<file path="config.mk">
export PLATFORM = sky130hd
export DESIGN_NAME = fft_frame_ctrl
export DESIGN_NICKNAME = d
export VERILOG_FILES = /design/src/rtl/fft_frame_ctrl.sv
export SDC_FILE = /design/constraint.sdc
export NUM_CORES = 2
export LEC_CHECK = 0
export ABC_CLOCK_PERIOD_IN_PS = 7950
export BUFFER_PORTS_ARGS = -buffer_cell sky130_fd_sc_hd__buf_2
export CORE_MARGIN = 8
export CORE_UTILIZATION = 45
export DETAILED_ROUTE_END_ITERATION = 10
export PLACE_DENSITY_LB_ADDON = 0.2
export SKIP_CTS_REPAIR_TIMING = 1
export SYNTH_ARGS = -nofsm -noshare
export SYNTH_HDL_FRONTEND = slang
export SYNTH_SLANG_ARGS = --single-unit
</file>
<file path="constraint.sdc">
create_clock -name clk -period 7.95 [get_ports clk]
set_input_delay 0.795 -clock clk [delete_from_list [all_inputs] [get_ports clk]]
set_output_delay 0.795 -clock clk [all_outputs]
set_load 0.01 [all_outputs]
</file>
<file path="src/rtl/fft_frame_ctrl.sv">
// fft_frame_ctrl: frames samples into the FFT core and captures per-bin magnitudes with peak tracking
module fft_frame_ctrl #(
  parameter int N = 128,
  parameter int AW = 7,
  parameter int FEED_LAT = 2,
  parameter int RES_LAT = 1,
  parameter int TIMEOUT = 16383
) (
  input  logic          clk,
  input  logic          rst_n,
  input  logic          enable,
  input  logic          s_valid,
  input  logic [7:0]    s_data,
  output logic          s_ready,
  output logic          fft_go,
  output logic [7:0]    data1,
  input  logic          fft_done,
  input  logic [15:0]   fft_res,
  output logic          res_valid,
  input  logic [AW-1:0] rd_addr,
  output logic [8:0]    rd_data,
  input  logic          res_ack,
  output logic [AW-1:0] peak_bin,
  output logic [8:0]    peak_mag,
  output logic [7:0]    drop_cnt,
  output logic          err_timeout
);
  localparam int TW = $clog2(TIMEOUT + 1);
  localparam logic [3:0] IDLE = 4'd0, FILL = 4'd1, GO = 4'd2, WAIT_FEED = 4'd3, FEED = 4'd4,
                         WAIT_DONE = 4'd5, WAIT_RES = 4'd6, CAPTURE = 4'd7, DONE = 4'd8;
  logic [3:0] state;
  logic [AW-1:0] cnt;
  logic [TW-1:0] tcnt;
  logic done_q;
  logic [7:0] smem [N];
  logic [8:0] rmem [N];
  logic [7:0] abs_re, abs_im;
  logic [8:0] mag;
  logic [AW-1:0] pk_bin;
  logic [8:0] pk_mag;
  logic last, rise, pk_hit;
  assign s_ready = state == FILL;
  assign fft_go = state == GO;
  assign abs_re = fft_res[15] ? -fft_res[15:8] : fft_res[15:8];
  assign abs_im = fft_res[7] ? -fft_res[7:0] : fft_res[7:0];
  assign mag = {1'b0, abs_re} + {1'b0, abs_im};
  assign last = &cnt;
  assign rise = fft_done & ~done_q;
  assign pk_hit = !cnt[AW-1] && |cnt && mag > pk_mag;
  always_ff @(posedge clk) begin
    if (state == FILL && s_valid) smem[cnt] <= s_data;
    if (state == CAPTURE) rmem[cnt] <= mag;
  end
  always_ff @(posedge clk or negedge rst_n)
    if (!rst_n) rd_data <= '0;
    else rd_data <= rmem[rd_addr];
  always_ff @(posedge clk or negedge rst_n)
    if (!rst_n) begin
      state <= IDLE;
      cnt <= '0;
      tcnt <= '0;
      done_q <= 1'b0;
      data1 <= '0;
      res_valid <= 1'b0;
      peak_bin <= '0;
      peak_mag <= '0;
      pk_bin <= '0;
      pk_mag <= '0;
      drop_cnt <= '0;
      err_timeout <= 1'b0;
    end else begin
      done_q <= fft_done;
      data1 <= '0;
      if (s_valid && state != FILL && drop_cnt != 8'hff) drop_cnt <= drop_cnt + 8'd1;
      case (state)
        IDLE: if (enable && !res_valid) begin
          state <= FILL;
          cnt <= '0;
        end
        FILL: if (s_valid) begin
          cnt <= cnt + AW'(1);
          if (last) state <= GO;
        end
        GO: begin
          state <= WAIT_FEED;
          tcnt <= '0;
        end
        WAIT_FEED: if (tcnt == TW'(FEED_LAT - 2)) begin
          state <= FEED;
          cnt <= '0;
          data1 <= smem[0];
        end else tcnt <= tcnt + TW'(1);
        FEED: if (last) begin
          state <= WAIT_DONE;
          tcnt <= '0;
        end else begin
          cnt <= cnt + AW'(1);
          data1 <= smem[cnt + AW'(1)];
        end
        WAIT_DONE: if (rise) begin
          state <= RES_LAT == 1 ? CAPTURE : WAIT_RES;
          tcnt <= '0;
          cnt <= '0;
          pk_bin <= '0;
          pk_mag <= '0;
        end else if (tcnt == TW'(TIMEOUT - 1)) begin
          err_timeout <= 1'b1;
          state <= IDLE;
        end else tcnt <= tcnt + TW'(1);
        WAIT_RES: if (tcnt == TW'(RES_LAT - 2)) state <= CAPTURE;
          else tcnt <= tcnt + TW'(1);
        CAPTURE: begin
          cnt <= cnt + AW'(1);
          if (pk_hit) begin
            pk_bin <= cnt;
            pk_mag <= mag;
          end
          if (last) begin
            state <= DONE;
            res_valid <= 1'b1;
            peak_bin <= pk_hit ? cnt : pk_bin;
            peak_mag <= pk_hit ? mag : pk_mag;
          end
        end
        DONE: if (res_ack) begin
          res_valid <= 1'b0;
          state <= IDLE;
        end
        default: state <= IDLE;
      endcase
    end
endmodule

</file>
==> summary.md <==
| Metric | Value |
|---|---|
| Share of layout cells above drive strength 1 | `26.99%` |
| Max FO, Critical Path | `46` |
| TritonCTS clock tree | `done` |
| Vias post-DR | `just over 40,000` |
| Width of the chip | `~460 µm` |
| Cell area after technology mapping | `around 0.089 mm²` |
| Total routing usage reported by global routing | `slightly below 20%` |
| Critical Setup Path Class | `input port to flip-flop` |
| Slew Limit Fails | `0` |
| Weighted congestion reported at the end of routability-driven placement | `0.7880` |
| H-tree level count | `4` |
| Share of flip-flops with an asynchronous set or reset | `roughly 3.8%` |
| # rows | `~160` |
| Clock transition at the register clock pins on the worst setup and hold paths after CTS | `0.06 ns` |
| Count of boundary I/O pins | `82` |
| Most common library cells after synthesis | `sky130_fd_sc_hd__edfxtp_1 (2,176), sky130_fd_sc_hd__mux4_2 (648), sky130_fd_sc_hd__nor2_1 (298), sky130_fd_sc_hd__nand2_1 (136), sky130_fd_sc_hd__clkbuf_1 (107)` |
| Path class of the lowest-slack min-delay path | `input port to flip-flop` |
| Synthesis-to-layout area growth | `12.03%` |
| Root cell of the clock tree | `sky130_fd_sc_hd__clkbuf_16` |
| Yosys warning total | `0` |
| Least setup slack across all paths after layout | `about 3 ns` |
| Post-route fraction of the period consumed by the critical path | `62.10%` |
| Most common cell in the netlist | `sky130_fd_sc_hd__edfxtp_1` |
| Pre-CTS WS | `2.170 ns` |
| Average detailed-routed wire length per instance | `between 20 and 30 µm` |
| Setup repair after global routing missed its margin | `false` |
| Starting density of the core | `roughly 45%` |
| Static leakage | `approximately 32 nW` |
| Syn avg cell area | `21.97 µm²` |
| Peak ir drop on the vdd network | `0.2042 mV` |
| Nature of the critical path startpoint | `input port` |
| DRC viols | `0` |
| Synth area leader | `sky130_fd_sc_hd__edfxtp_1` |
| Final Non-Filler Cells | `around 7,000` |
| Total chip power | `25.70 mW` |
| Fraction of the yosys area taken by sequential cells | `about three quarters` |
| Arrival time at the worst endpoint | `roughly 5.7 ns` |
| WP data required | `8.67 ns` |
| Prevailing post-synth register cell | `sky130_fd_sc_hd__edfxtp_1` |
| Total power divided by cell area | `between 200 and 300 mW/mm²` |
| Max transition margin | `about 14%` |
| Post-Synthesis Net Count | `approximately 4,000` |
| CTS Sinks | `2,261` |
| Count of maximum capacitance violations | `0` |
| Vias in the first global route | `42,259` |
| Final total negative setup slack | `0 ns` |
| Final-stage net count | `roughly 4,300` |
| Slew at the pin closest to its max-slew limit | `roughly 1.3 ns` |
| Setup violations, final | `0` |
| Die extent in y | `~460 µm` |
| Wire length reported by the detailed router | `208,300 µm` |
| Synthesis-stage register bit count | `around 2,300` |
| Number of stages on the worst hold path | `1` |
| Number of antenna violations at the first check in global routing | `3` |
| Number of enable-type register cells in the synthesized netlist | `approximately 2,200` |
| Number of hold violations in the final report | `0` |
| Longest Clk Path Bufs | `3` |
| Count of input and output buffers | `81` |
| Length in cells of the worst reg-to-reg path | `6` |
| Count of cell types in the netlist | `66` |
| Ranking of synthesized cells by area | `sky130_fd_sc_hd__edfxtp_1 (74%), sky130_fd_sc_hd__mux4_2 (16%), sky130_fd_sc_hd__dfrtp_1 (2.4%), sky130_fd_sc_hd__nor2_1 (1.3%), sky130_fd_sc_hd__mux2_2 (0.58%)` |
| Insertion delay to the later sink of the worst-skew pair | `about 0.85 ns` |
| Instance count of the mapped netlist | `between 4,000 and 5,000` |
| Worst clock skew on the final layout | `between 0.02 and 0.025 ns` |
| Share of the synthesized area in the top cell type | `about three quarters` |
| Detail Route Antenna Nets | `0` |
| DRC violation total after the first TritonRoute iteration | `about 3,800` |
| Min Clock Period, post-route | `4.937 ns` |
| Result of the run | `completed` |
| First-pass GRT wire length | `approximately 300,000 µm` |
| Maximum frequency from static timing analysis | `0.2026 GHz` |
| Maximum number of pins on one net before global-route repair | `roughly 110` |
| Via density per instance | `~6` |
| Die Area | `0.2116 mm²` |
| Kind of end point of the critical path | `flip-flop` |
| Number of search-and-repair iterations in the first detailed-routing pass | `5` |
| Placeable core region | `roughly 0.20 mm²` |
| Cts bufs inserted | `~230` |
| Aggregate global routing overflow | `0` |
| Number of cells in the design after placement | `6,619` |
| Sum of net half-perimeters after detailed placement | `around 120,000 µm` |
-- cells by family after synthesis --
logic type	after synthesis	share of synthesized area [%]
DFF	2261	76.07
muxes	751	17.94
and+or+nand+nor	581	2.854
buffers and inverters	247	1.299
AOI/OAI and AO/OA	127	1.002
xor gates and xnor gates	44	0.4641
adders and majority gates	26	0.3752
-- stage by stage --
step                hold WS, ns  cell area [µm²]  util (%)
finish                  0.06268            99370     50.54
global route            0.02525            99370     50.54
CTS                     -0.1887            99360     50.54
detailed placement       0.4907            92240     46.92
global placement         0.4836            92240     46.92
floorplan                0.4626            88700         -
-- final timing paths --
path,end,from,slack (ns)
worst max-delay path,pk_mag[6]$_DFFE_PN0P_,fft_res[0],3.01
worst max register to register,data1[0]$_DFF_PN0_,cnt[0]$_DFFE_PN0P_,3.17
worst min-delay path,done_q$_DFF_PN0_,fft_done,0.06
worst min register to register,peak_bin[2]$_DFFE_PN0P_,peak_bin[2]$_DFFE_PN0P_,0.50
min in group asynchronous,tcnt[4]$_DFFE_PN0P_,rst_n,0.40
max in group asynchronous,cnt[0]$_DFFE_PN0P_,rst_n,6.16
-- per-layer routing --
metal  up-vias  wire, µm  GRT usage (%)  part of all wire, %
met5         -         0              0                    0
met4         0      5172          5.162                  2.5
met3       290     10470          2.968                  5.0
met2      1153    104100          32.22                   50
met1     22342     88560          27.33                   43
li1      17245         -              -                    -
-- where the power goes --
| group | switching [mW] | leakage (nW) | internal (mW) |
|---|---|---|---|
| logic | 1.22 | 6.96 | 0.535 |
| registers | 0.0329 | 21.1 | 13.6 |
| clock network | 4.46 | 3.48 | 5.85 |
-- area by class of cell --
type	instances	area [µm²]
Fill cell	15703	97230
Sequential cell	2261	67470
Multi-Input combinational cell	1529	20220
Clock buffer	302	6138
Tap cell	2640	3303
Timing Repair Buffer	163	1159
Clock inverter	116	973.4
Inverter	27	101.3
Antenna cell	2	5.005
-- layout by cell type, fill, tap and decap left out, types with 16 or more instances in the layout --
master / netlist / layout
sky130_fd_sc_hd__dfrtp_1: 85 / 84
sky130_fd_sc_hd__a21oi_1: 30 / 30
sky130_fd_sc_hd__edfxtp_1: 2176 / 2176
sky130_fd_sc_hd__mux2i_1: 43 / 43
sky130_fd_sc_hd__nand2_1: 136 / 135
sky130_fd_sc_hd__nand4_1: 16 / 16
sky130_fd_sc_hd__nand3_1: 35 / 35
sky130_fd_sc_hd__ha_1: 25 / 23
sky130_fd_sc_hd__clkinv_1: 0 / 47
sky130_fd_sc_hd__nor2_1: 298 / 298
sky130_fd_sc_hd__inv_1: 25 / 25
sky130_fd_sc_hd__buf_4: 7 / 85
sky130_fd_sc_hd__o21ai_0: 18 / 18
sky130_fd_sc_hd__clkinv_2: 0 / 37
sky130_fd_sc_hd__xnor2_1: 25 / 18
sky130_fd_sc_hd__mux2_2: 46 / 46
sky130_fd_sc_hd__clkbuf_1: 107 / 63
sky130_fd_sc_hd__buf_2: 71 / 68
sky130_fd_sc_hd__clkbuf_16: 0 / 232
sky130_fd_sc_hd__mux4_2: 648 / 648
-- registers in the layout (all words and copies together) (netlist names) --
name	cells
cnt	7
data1	8
done_q	1
drop_cnt	8
err_timeout	1
peak_bin	7
peak_mag	9
pk_bin	7
pk_mag	9
rd_data	9
res_valid	1
rmem	1152
smem	1024
state	4
tcnt	14
-- worst max-delay path, stage by stage --
cell and delay, ns:
sky130_fd_sc_hd__buf_2 0.12, sky130_fd_sc_hd__inv_1 0.06, sky130_fd_sc_hd__ha_1 0.28, sky130_fd_sc_hd__nand2_1 0.06
sky130_fd_sc_hd__o21ai_0 0.19, sky130_fd_sc_hd__fa_4 0.58, sky130_fd_sc_hd__a21o_1 0.19, sky130_fd_sc_hd__a21oi_1 0.25
sky130_fd_sc_hd__nor2b_1 0.08, sky130_fd_sc_hd__o21a_1 0.19, sky130_fd_sc_hd__nor4_1 0.39, sky130_fd_sc_hd__nor3_4 0.09
sky130_fd_sc_hd__buf_4 0.30, sky130_fd_sc_hd__ha_1 0.38, sky130_fd_sc_hd__nand2_1 0.07, sky130_fd_sc_hd__o31ai_1 0.26
sky130_fd_sc_hd__nand3_1 0.76, sky130_fd_sc_hd__mux2_2 0.57
(Power assumes the default switching activity.)
